### config.mk
export PLATFORM = sky130hd
export DESIGN_NAME = control_unit
export DESIGN_NICKNAME = d
export VERILOG_FILES = /design/src/rtl/control_unit_pkg.sv /design/src/rtl/calc_alu.sv /design/src/rtl/control_unit.sv
export SDC_FILE = /design/constraint.sdc
export NUM_CORES = 1
export LEC_CHECK = 0
export CAP_MARGIN = 20
export CELL_PAD_IN_SITES_DETAIL_PLACEMENT = 1
export CELL_PAD_IN_SITES_GLOBAL_PLACEMENT = 1
export CORE_MARGIN = 4
export CORE_UTILIZATION = 51
export CTS_CLUSTER_SIZE = 14
export DETAILED_ROUTE_END_ITERATION = 7
export GPL_ROUTABILITY_DRIVEN = 0
export HOLD_SLACK_MARGIN = 0.1
export PLACE_DENSITY = 0.95
export SYNTH_ARGS = -nofsm -noshare
export SYNTH_HDL_FRONTEND = slang
export SYNTH_HIERARCHICAL = 1
export SYNTH_SLANG_ARGS = --single-unit
### constraint.sdc
create_clock -name clock -period 39 [get_ports clock]
set_clock_uncertainty 0.1 [all_clocks]
set_input_delay 3.9 -clock clock [delete_from_list [all_inputs] [get_ports clock]]
set_output_delay 3.9 -clock clock [all_outputs]
set_load 0.01 [all_outputs]
### src/rtl/control_unit_pkg.sv
// Shared definitions for the calculator sequencer: key codes, operator and state
// encodings, and a key classifier used by the FSM.
package control_unit_pkg;

    localparam logic [3:0] KEY_ADD   = 4'hA;
    localparam logic [3:0] KEY_SUB   = 4'hB;
    localparam logic [3:0] KEY_MUL   = 4'hC;
    localparam logic [3:0] KEY_DIV   = 4'hD;
    localparam logic [3:0] KEY_EQUAL = 4'hE;
    localparam logic [3:0] KEY_CLEAR = 4'hF;

    localparam logic [1:0] OP_ADD = 2'd0;
    localparam logic [1:0] OP_SUB = 2'd1;
    localparam logic [1:0] OP_MUL = 2'd2;
    localparam logic [1:0] OP_DIV = 2'd3;

    localparam logic [2:0] ST_ENTRY_A = 3'd0;
    localparam logic [2:0] ST_OP_WAIT = 3'd1;
    localparam logic [2:0] ST_ENTRY_B = 3'd2;
    localparam logic [2:0] ST_RESULT  = 3'd3;
    localparam logic [2:0] ST_ERROR   = 3'd4;

    typedef enum logic [1:0] {
        KC_DIGIT,
        KC_OP,
        KC_EQUAL,
        KC_CLEAR
    } key_class_e;

    function automatic key_class_e classify_key(input logic [3:0] key);
        key_class_e cls;
        if (key <= 4'h9)
            cls = KC_DIGIT;
        else if (key == KEY_EQUAL)
            cls = KC_EQUAL;
        else if (key == KEY_CLEAR)
            cls = KC_CLEAR;
        else
            cls = KC_OP;
        return cls;
    endfunction

    function automatic logic [1:0] key_to_op(input logic [3:0] key);
        logic [1:0] op;
        case (key)
            KEY_ADD: op = OP_ADD;
            KEY_SUB: op = OP_SUB;
            KEY_MUL: op = OP_MUL;
            default: op = OP_DIV;
        endcase
        return op;
    endfunction

endpackage

### src/rtl/calc_alu.sv
// Combinational unsigned ALU. Add/sub wrap; multiply overflow and divide by zero
// raise o_err and force the result to zero.
module calc_alu
    import control_unit_pkg::*;
#(
    parameter int WIDTH = 16
) (
    input  logic [WIDTH-1:0] i_a,
    input  logic [WIDTH-1:0] i_b,
    input  logic [1:0]       i_op,
    output logic [WIDTH-1:0] o_result,
    output logic             o_err
);

    logic [2*WIDTH-1:0] w_product;

    // Full-width product so overflow is judged on the true product, not a wrapped one.
    assign w_product = {{WIDTH{1'b0}}, i_a} * {{WIDTH{1'b0}}, i_b};

    always_comb begin
        o_result = '0;
        o_err    = 1'b0;
        case (i_op)
            OP_ADD: o_result = i_a + i_b;
            OP_SUB: o_result = i_a - i_b;
            OP_MUL: begin
                if (w_product[2*WIDTH-1:WIDTH] != '0)
                    o_err = 1'b1;
                else
                    o_result = w_product[WIDTH-1:0];
            end
            default: begin
                if (i_b == '0)
                    o_err = 1'b1;
                else
                    o_result = i_a / i_b;
            end
        endcase
    end

endmodule

### src/rtl/control_unit.sv
// Calculator sequencer: edge-detects key presses, accumulates decimal operands,
// applies the latched operator on '=' or a chained operator, and drives the display.
module control_unit
    import control_unit_pkg::*;
#(
    parameter int WIDTH     = 16,
    parameter int MAX_ENTRY = 9999
) (
    input  logic             clock,
    input  logic             reset,
    input  logic [3:0]       button,
    input  logic             is_pressed_next,
    output logic [WIDTH-1:0] display,
    output logic             error,
    output logic [2:0]       o_state
);

    localparam int EW = WIDTH + 4;

    logic [WIDTH-1:0] r_a;
    logic [WIDTH-1:0] r_b;
    logic [1:0]       r_op;
    logic [2:0]       r_state;
    logic             r_prev_press;
    logic             r_error;
    logic [WIDTH-1:0] r_display;

    logic [WIDTH-1:0] w_a_nxt;
    logic [WIDTH-1:0] w_b_nxt;
    logic [1:0]       w_op_nxt;
    logic [2:0]       w_state_nxt;
    logic             w_err_nxt;
    logic [WIDTH-1:0] w_display_nxt;

    logic             w_press;
    key_class_e       w_class;
    logic [1:0]       w_key_op;
    logic [WIDTH-1:0] w_digit;
    logic [EW-1:0]    w_acc_a;
    logic [EW-1:0]    w_acc_b;
    logic             w_a_fits;
    logic             w_b_fits;
    logic [WIDTH-1:0] w_alu_result;
    logic             w_alu_err;

    assign w_press  = is_pressed_next & ~r_prev_press;
    assign w_class  = classify_key(button);
    assign w_key_op = key_to_op(button);
    assign w_digit  = {{(WIDTH-4){1'b0}}, button};

    // Accumulate in a wider field so an oversize entry is rejected rather than wrapped.
    assign w_acc_a  = {4'b0000, r_a} * EW'(10) + EW'(button);
    assign w_acc_b  = {4'b0000, r_b} * EW'(10) + EW'(button);
    assign w_a_fits = (w_acc_a <= EW'(MAX_ENTRY));
    assign w_b_fits = (w_acc_b <= EW'(MAX_ENTRY));

    calc_alu #(
        .WIDTH(WIDTH)
    ) u_alu (
        .i_a      (r_a),
        .i_b      (r_b),
        .i_op     (r_op),
        .o_result (w_alu_result),
        .o_err    (w_alu_err)
    );

    always_comb begin
        w_state_nxt = r_state;
        w_a_nxt     = r_a;
        w_b_nxt     = r_b;
        w_op_nxt    = r_op;
        w_err_nxt   = r_error;
        if (w_press) begin
            if (w_class == KC_CLEAR) begin
                w_state_nxt = ST_ENTRY_A;
                w_a_nxt     = '0;
                w_b_nxt     = '0;
                w_op_nxt    = OP_ADD;
                w_err_nxt   = 1'b0;
            end else begin
                case (r_state)
                    ST_ENTRY_A: begin
                        if (w_class == KC_DIGIT) begin
                            if (w_a_fits)
                                w_a_nxt = w_acc_a[WIDTH-1:0];
                        end else if (w_class == KC_OP) begin
                            w_op_nxt    = w_key_op;
                            w_b_nxt     = '0;
                            w_state_nxt = ST_OP_WAIT;
                        end
                    end
                    ST_OP_WAIT: begin
                        if (w_class == KC_DIGIT) begin
                            w_b_nxt     = w_digit;
                            w_state_nxt = ST_ENTRY_B;
                        end else if (w_class == KC_OP) begin
                            w_op_nxt = w_key_op;
                        end
                    end
                    ST_ENTRY_B: begin
                        if (w_class == KC_DIGIT) begin
                            if (w_b_fits)
                                w_b_nxt = w_acc_b[WIDTH-1:0];
                        end else if (w_alu_err) begin
                            w_a_nxt     = '0;
                            w_err_nxt   = 1'b1;
                            w_state_nxt = ST_ERROR;
                        end else begin
                            w_a_nxt = w_alu_result;
                            if (w_class == KC_EQUAL) begin
                                w_state_nxt = ST_RESULT;
                            end else begin
                                w_op_nxt    = w_key_op;
                                w_b_nxt     = '0;
                                w_state_nxt = ST_OP_WAIT;
                            end
                        end
                    end
                    ST_RESULT: begin
                        if (w_class == KC_DIGIT) begin
                            w_a_nxt     = w_digit;
                            w_state_nxt = ST_ENTRY_A;
                        end else if (w_class == KC_OP) begin
                            w_op_nxt    = w_key_op;
                            w_b_nxt     = '0;
                            w_state_nxt = ST_OP_WAIT;
                        end
                    end
                    default: ;
                endcase
            end
        end
    end

    // Display follows the state being entered so it changes on the same edge as the key.
    always_comb begin
        case (w_state_nxt)
            ST_ENTRY_B: w_display_nxt = w_b_nxt;
            ST_ERROR:   w_display_nxt = '0;
            default:    w_display_nxt = w_a_nxt;
        endcase
    end

    always_ff @(posedge clock or negedge reset) begin
        if (!reset) begin
            r_a          <= '0;
            r_b          <= '0;
            r_op         <= OP_ADD;
            r_state      <= ST_ENTRY_A;
            r_prev_press <= 1'b0;
            r_error      <= 1'b0;
            r_display    <= '0;
        end else begin
            r_a          <= w_a_nxt;
            r_b          <= w_b_nxt;
            r_op         <= w_op_nxt;
            r_state      <= w_state_nxt;
            r_prev_press <= is_pressed_next;
            r_error      <= w_err_nxt;
            r_display    <= w_display_nxt;
        end
    end

    assign display = r_display;
    assign error   = r_error;
    assign o_state = r_state;

endmodule

# Word level (Yosys, flattened, before mapping)
# Index checks and enable logic that the tools add are counted.
# classes
n_div,1
reduce_logical,13
eq_ne,21
order_cmp,3
n_mul,3
bitwise,2
mux,50
add_sub_neg,4
# ops
cell,n
16-bit 2-to-1 mux,18
16-bit case mux with 3 select lines,3
20-bit by 4-bit adder with 20-bit output,2
"20-bit by 14-bit less-or-equal comparator with 1-bit output, second input constant",2
"16-bit by 3-bit multiplier with 19-bit output, second input constant",2
16-bit by 16-bit multiplier with 32-bit output,1
16-bit case mux with 2 select lines,1
3-bit 2-to-1 mux,8
"4-bit == test, second input constant",5
2-bit 2-to-1 mux,10
16-bit adder,1
16-bit by 16-bit divider with 16-bit output,1
16-bit zero test,1
16-bit nonzero test,1
16-bit subtractor,1
"3-bit inequality test, second input constant",4
3-bit case mux with 4 select lines,1
"3-bit by 2-bit == test with 1-bit output, second input constant",3
7-bit AND reduction,1
"2-bit == test, second input constant",3
1-bit 2-to-1 mux,6
2-bit case mux with 3 select lines,1
"2-bit by 1-bit == test with 1-bit output, second input constant",2
"4-bit less-or-equal comparator, second input constant",1
other kinds (15),18
# word_totals
inputBits,7
ff_bits,55
output_inout_bits,20

# Depth between registers and ports, before layout
# depth
depth_word,13
depth_mapped,137
mapped_depth_nobuf,127

# Modules after synthesis
# The synthesis kept the hierarchy.
# by_module_without_submodules
module,area_per_inst_um2,n_inst,cells_each
calc_alu,16599.7,1,2143
control_unit,6032.0,1,714

# Least setup slack after synthesis
# OpenSTA, ideal clock, no wires.
# synth_path
path_kind,register to register
start,reg r_b[9]
end,"reg r_display[0], in the netlist display[0]"
period_less_slack_ns,27.896
path_slack_ns,11.104
path_buffers,10
arrival_ns,27.667
path_stages_with_launch,129
cell_sequence,dfrtp_1 -> or4_1 -> nor4_1 -> and2_1 -> nor2_1 -> ha_1 -> o21a_1 -> o21a_1 -> and3_1 -> o31ai_2 -> ha_1 -> a21oi_1 -> nand2_1 -> and3_1 -> a211o_2 -> nand2_1 -> ha_1 -> or2_2 -> (+93 left out) -> o21a_1 -> o21ai_1 -> clkbuf_1 -> mux2_2 -> ha_1 -> nor2b_1 -> o21ai_0 -> a21oi_1 -> o21ai_0 -> a21oi_1 -> o221a_2 -> o311ai_0 -> o221ai_1 -> a221o_1 -> a21oi_1 -> nand2_1 -> o211a_1 -> a2111o_1
# synth_lines
element,line,text
from (decl),control_unit.sv:21,logic [WIDTH-1:0] r_b;
from (signal assigned),control_unit.sv:155,r_b <= w_b_nxt;
"parallel branches: the longest is 3 deep, another holds 16-bit by 16-bit divider with 16-bit output",n/a,
16-bit case mux with 3 select lines *,calc_alu.sv:23,case (i_op)
via w_alu_result[0],control_unit.sv:43,logic [WIDTH-1:0] w_alu_result;
16-bit 2-to-1 mux *,control_unit.sv:104,end else if (w_alu_err) begin
16-bit 2-to-1 mux *,control_unit.sv:101,if (w_class == KC_DIGIT) begin
16-bit case mux with 3 select lines *,control_unit.sv:81,case (r_state)
16-bit 2-to-1 mux *,control_unit.sv:74,if (w_class == KC_CLEAR) begin
16-bit 2-to-1 mux *,control_unit.sv:73,if (w_press) begin
16-bit case mux with 2 select lines *,control_unit.sv:137,case (w_state_nxt)
via w_display_nxt[0],control_unit.sv:33,logic [WIDTH-1:0] w_display_nxt;
to (signal assigned),control_unit.sv:160,r_display <= w_display_nxt;
to (decl),control_unit.sv:26,logic [WIDTH-1:0] r_display;
# Mark *: on every way through the listed nets, which the timed path passes.
# A chain may end at the register's enable or synchronous reset.

# Worst setup path after layout
# Same ends and word-level chain as after synthesis.

==> summary.txt <==
Synth
  – Synth Instances: 2857
  – Top-count cell post-synth: ha_1
  – Post-synthesis async set-or-reset flop share: 100%
  – Top cell type's share of synthesized area: between 10% and 20%
  – YS warnings: 6
  – Synth area leader: ha_1
  – Syn Nets: around 3400
  – #FFs+latches synth: 55
  – Area contributors post-synth: ha_1 (18%), fa_1 (18%), dfrtp_1 (6.1%)
  – Prevailing post-synth register cell: dfrtp_1
  – EDFF count, synth: 0
  – Avg Synthesized Cell Area: just under 8 um2
  – Sequential fraction of the synthesis area: 6.08%
  – Synth cell types: between 100 and 150
  – Mapped Area: 22600 um2
  – Leading cell types by count after synthesis: ha_1 (322), inv_1 (290), nor2_1 (257), nand2_1 (250), fa_1 (199)

Hold path
  – HP Start: error$_DFFE_PN0P_
  – Worst min path class: reg -> reg

Placed design
  – Port buffer count: 26
  – Post-detail-place hpwl: 75.2 mm
  – Pre-CTS setup slack: 5.04 ns

Run status
  – Violated checks: design-rule violations
  – Status: finished, violations left

Clock tree
  – CTS tree: done
  – Hold_buf cts: 0
  – Post-CTS Setup Bufs: 0
  – Clk pin slew, worst setup/hold paths: approximately 0.090 ns
  – Post-CTS sizing: 0
  – Max clock buf depth: 2
  – H-tree levels: 2
  – Clock Latency Late Sink: 0.32 ns
  – Clock sink count: 55
  – Clock Tree Root: clkbuf_16
  – Total CTS buffers: 5

STA
  – Setup_tns: 0 ns
  – Period utilisation layout: 92.7%
  – Fmax: between 0.02 and 0.03 GHz
  – Relative slew slack: 25.1%
  – Worst hold margin: 0.456 ns
  – Tightest Pin Transition: 1.12 ns
  – Setup Viol. Count Final: 0
  – Unrepaired setup endpoints after global routing: no
  – Tmin final: 36.16 ns
  – Final worst setup slack: 2.84 ns
  – Final hold vios: 0
  – Max-slew violation count: 0

Detailed routing
  – Antenna Nets Post-Route: 0
  – Total Wirelength: 111 mm
  – Post-DR wirelength/cell: 32.4 um
  – Initial drt markers: 3634
  – Via count: between 20000 and 30000
  – Drt first pass iters: 8
  – Vias per Instance: 7.59
  – DRC viols: 55

Worst setup path
  – Crit. End Element: flop
  – Crit-path leading delay family: compound AO/OA/AOI/OAI gates
  – CP dominant cell by count: a21oi_1
  – CP startpoint: r_b[9]$_DFF_PN0_
  – Number of buffers and inverters on the critical path: 4
  – Crit path launch type: flop
  – CP max-delay cell: o21ai_2
  – Critical Path RT: 39.09 ns
  – Worst Path Max Fanout: 25
  – Crit Path Class: reg -> reg
  – Max incr delay on CP: 0.87 ns
  – Worst r2r src: r_b[9]$_DFF_PN0_
  – Crit path DAT: ~36 ns

Final layout
  – Layout cells sized above 1: under 10%
  – Post-layout nets: 3366
  – P&R area growth vs syn: 5.02%

Global routing
  – Gr ovfl total: 0
  – Vias in the first global route: 28200
  – First-pass GRT wire length: 166 mm
  – GRT Util Overall: 45.3%
  – Initial antenna violation count: 8
  – Largest net degree at the start of global routing: 56

Floorplanning
  – Die width: between 200 and 250 um
  – Die area: roughly 48000 um2
  – Starting Density: 52.1%
  – Core area: 43500 um2
  – Die Y: about 220 um
  – Site row count: 76
  – Ports: 27

Run
  – Max-Cap Viols: 0
[cell families after synthesis]
group | count (synthesis) | share of synthesized area (%)
flops | 55 | 6.08
simple gates | 965 | 21.1
mux | 49 | 2.38
xor+xnor | 150 | 5.84
compound gates | 714 | 22.4
fa+ha+maj | 521 | 35.4
buf+inv | 403 | 6.85
[sequential cells by signal (all words and copies together), names as in the netlist]
signal and cells:
display 16, r_a 16, r_b 16, o_state 3
r_op 2, error 1, r_prev_press 1
[stage by stage]
| stage | utilization, % | cells | instance area [um2] |
|---|---|---|---|
| after global routing | 54.7 | 3424 | 23800 |
| final | 54.7 | 3427 | 23800 |
| after CTS | 54.6 | 3422 | 23700 |
| after global placement | 54.3 | 3414 | 23600 |
| after floorplan | - | 2857 | 22600 |
| after detailed placement | 54.3 | 3414 | 23600 |
[metal layers]
metal	up-vias	part of all wire [%]	routed length, um	global-route usage [%]
met5	-	0.14	157	0.938
met4	14	12	12800	37.7
met3	1206	14	15500	19.5
met2	2516	42	46700	69.9
met1	12300	32	36000	47.8
li1	9992	-	-	-
[placed cells by master (no fill, tap or decap), drive strengths merged, types with 10 or more instances in the layout]
master and n:
a31oi 33, and3 20, nand3 49, a21oi 152, o211a 11, nand2b 25
a31o 14, a21o 76, o31ai 18, xnor2 101, nor3b 10, o211ai 30
o21a 56, or2 26, a211o 14, nor3 83, o22ai 13, nor2b 30
ha 322, and2 119, mux2 33, o21ai 137, o21bai 10, mux2i 16
or3 20, nand4 22, xor2 49, inv 293, dfrtp 55, nor2 260
clkdlybuf4s50 25, nand2 250, nor4 24, a211oi 28, buf 51, a221o 12
nand3b 10, fa 199
[path summary, 6_finish.rpt]
kind                       cells after the start                      to  slack, ns
max                                          121    display[0]$_DFF_PN0_       2.84
min                                            2       error$_DFFE_PN0P_       0.46
min in group asynchronous                      2  r_prev_press$_DFF_PN0_       3.65
max in group asynchronous                      2       r_b[13]$_DFF_PN0_      34.65
max reg2reg                                  121    display[0]$_DFF_PN0_       2.84
min reg2reg                                    2       error$_DFFE_PN0P_       0.46
[area by class of cell]
| class | instances | area [um2] |
|---|---|---|
| diodes | 3 | 7.51 |
| clock inverters | 3 | 33.8 |
| clock buffers | 5 | 125 |
| flip-flops and latches | 55 | 1380 |
| well taps | 585 | 732 |
| fillers | 5324 | 19700 |
| multi-input cells | 2399 | 19700 |
| repair buffers | 78 | 651 |
| inverters | 299 | 1120 |
[worst register-to-register path: cells and delay by family (launching register included)]
family / cells / cell delay [ns]
AND/OR/NAND/NOR: 28 / 7.34
AO/OA/AOI/OAI: 70 / 20.89
flip-flops: 1 / 0.41
multiplexers: 4 / 1.74
adder cells (fa/ha/maj): 15 / 5.01
buffers and inverters: 4 / 0.56
Power is not shown: default switching activity piles up to over one toggle a cycle in this logic, so the estimate is an artifact.
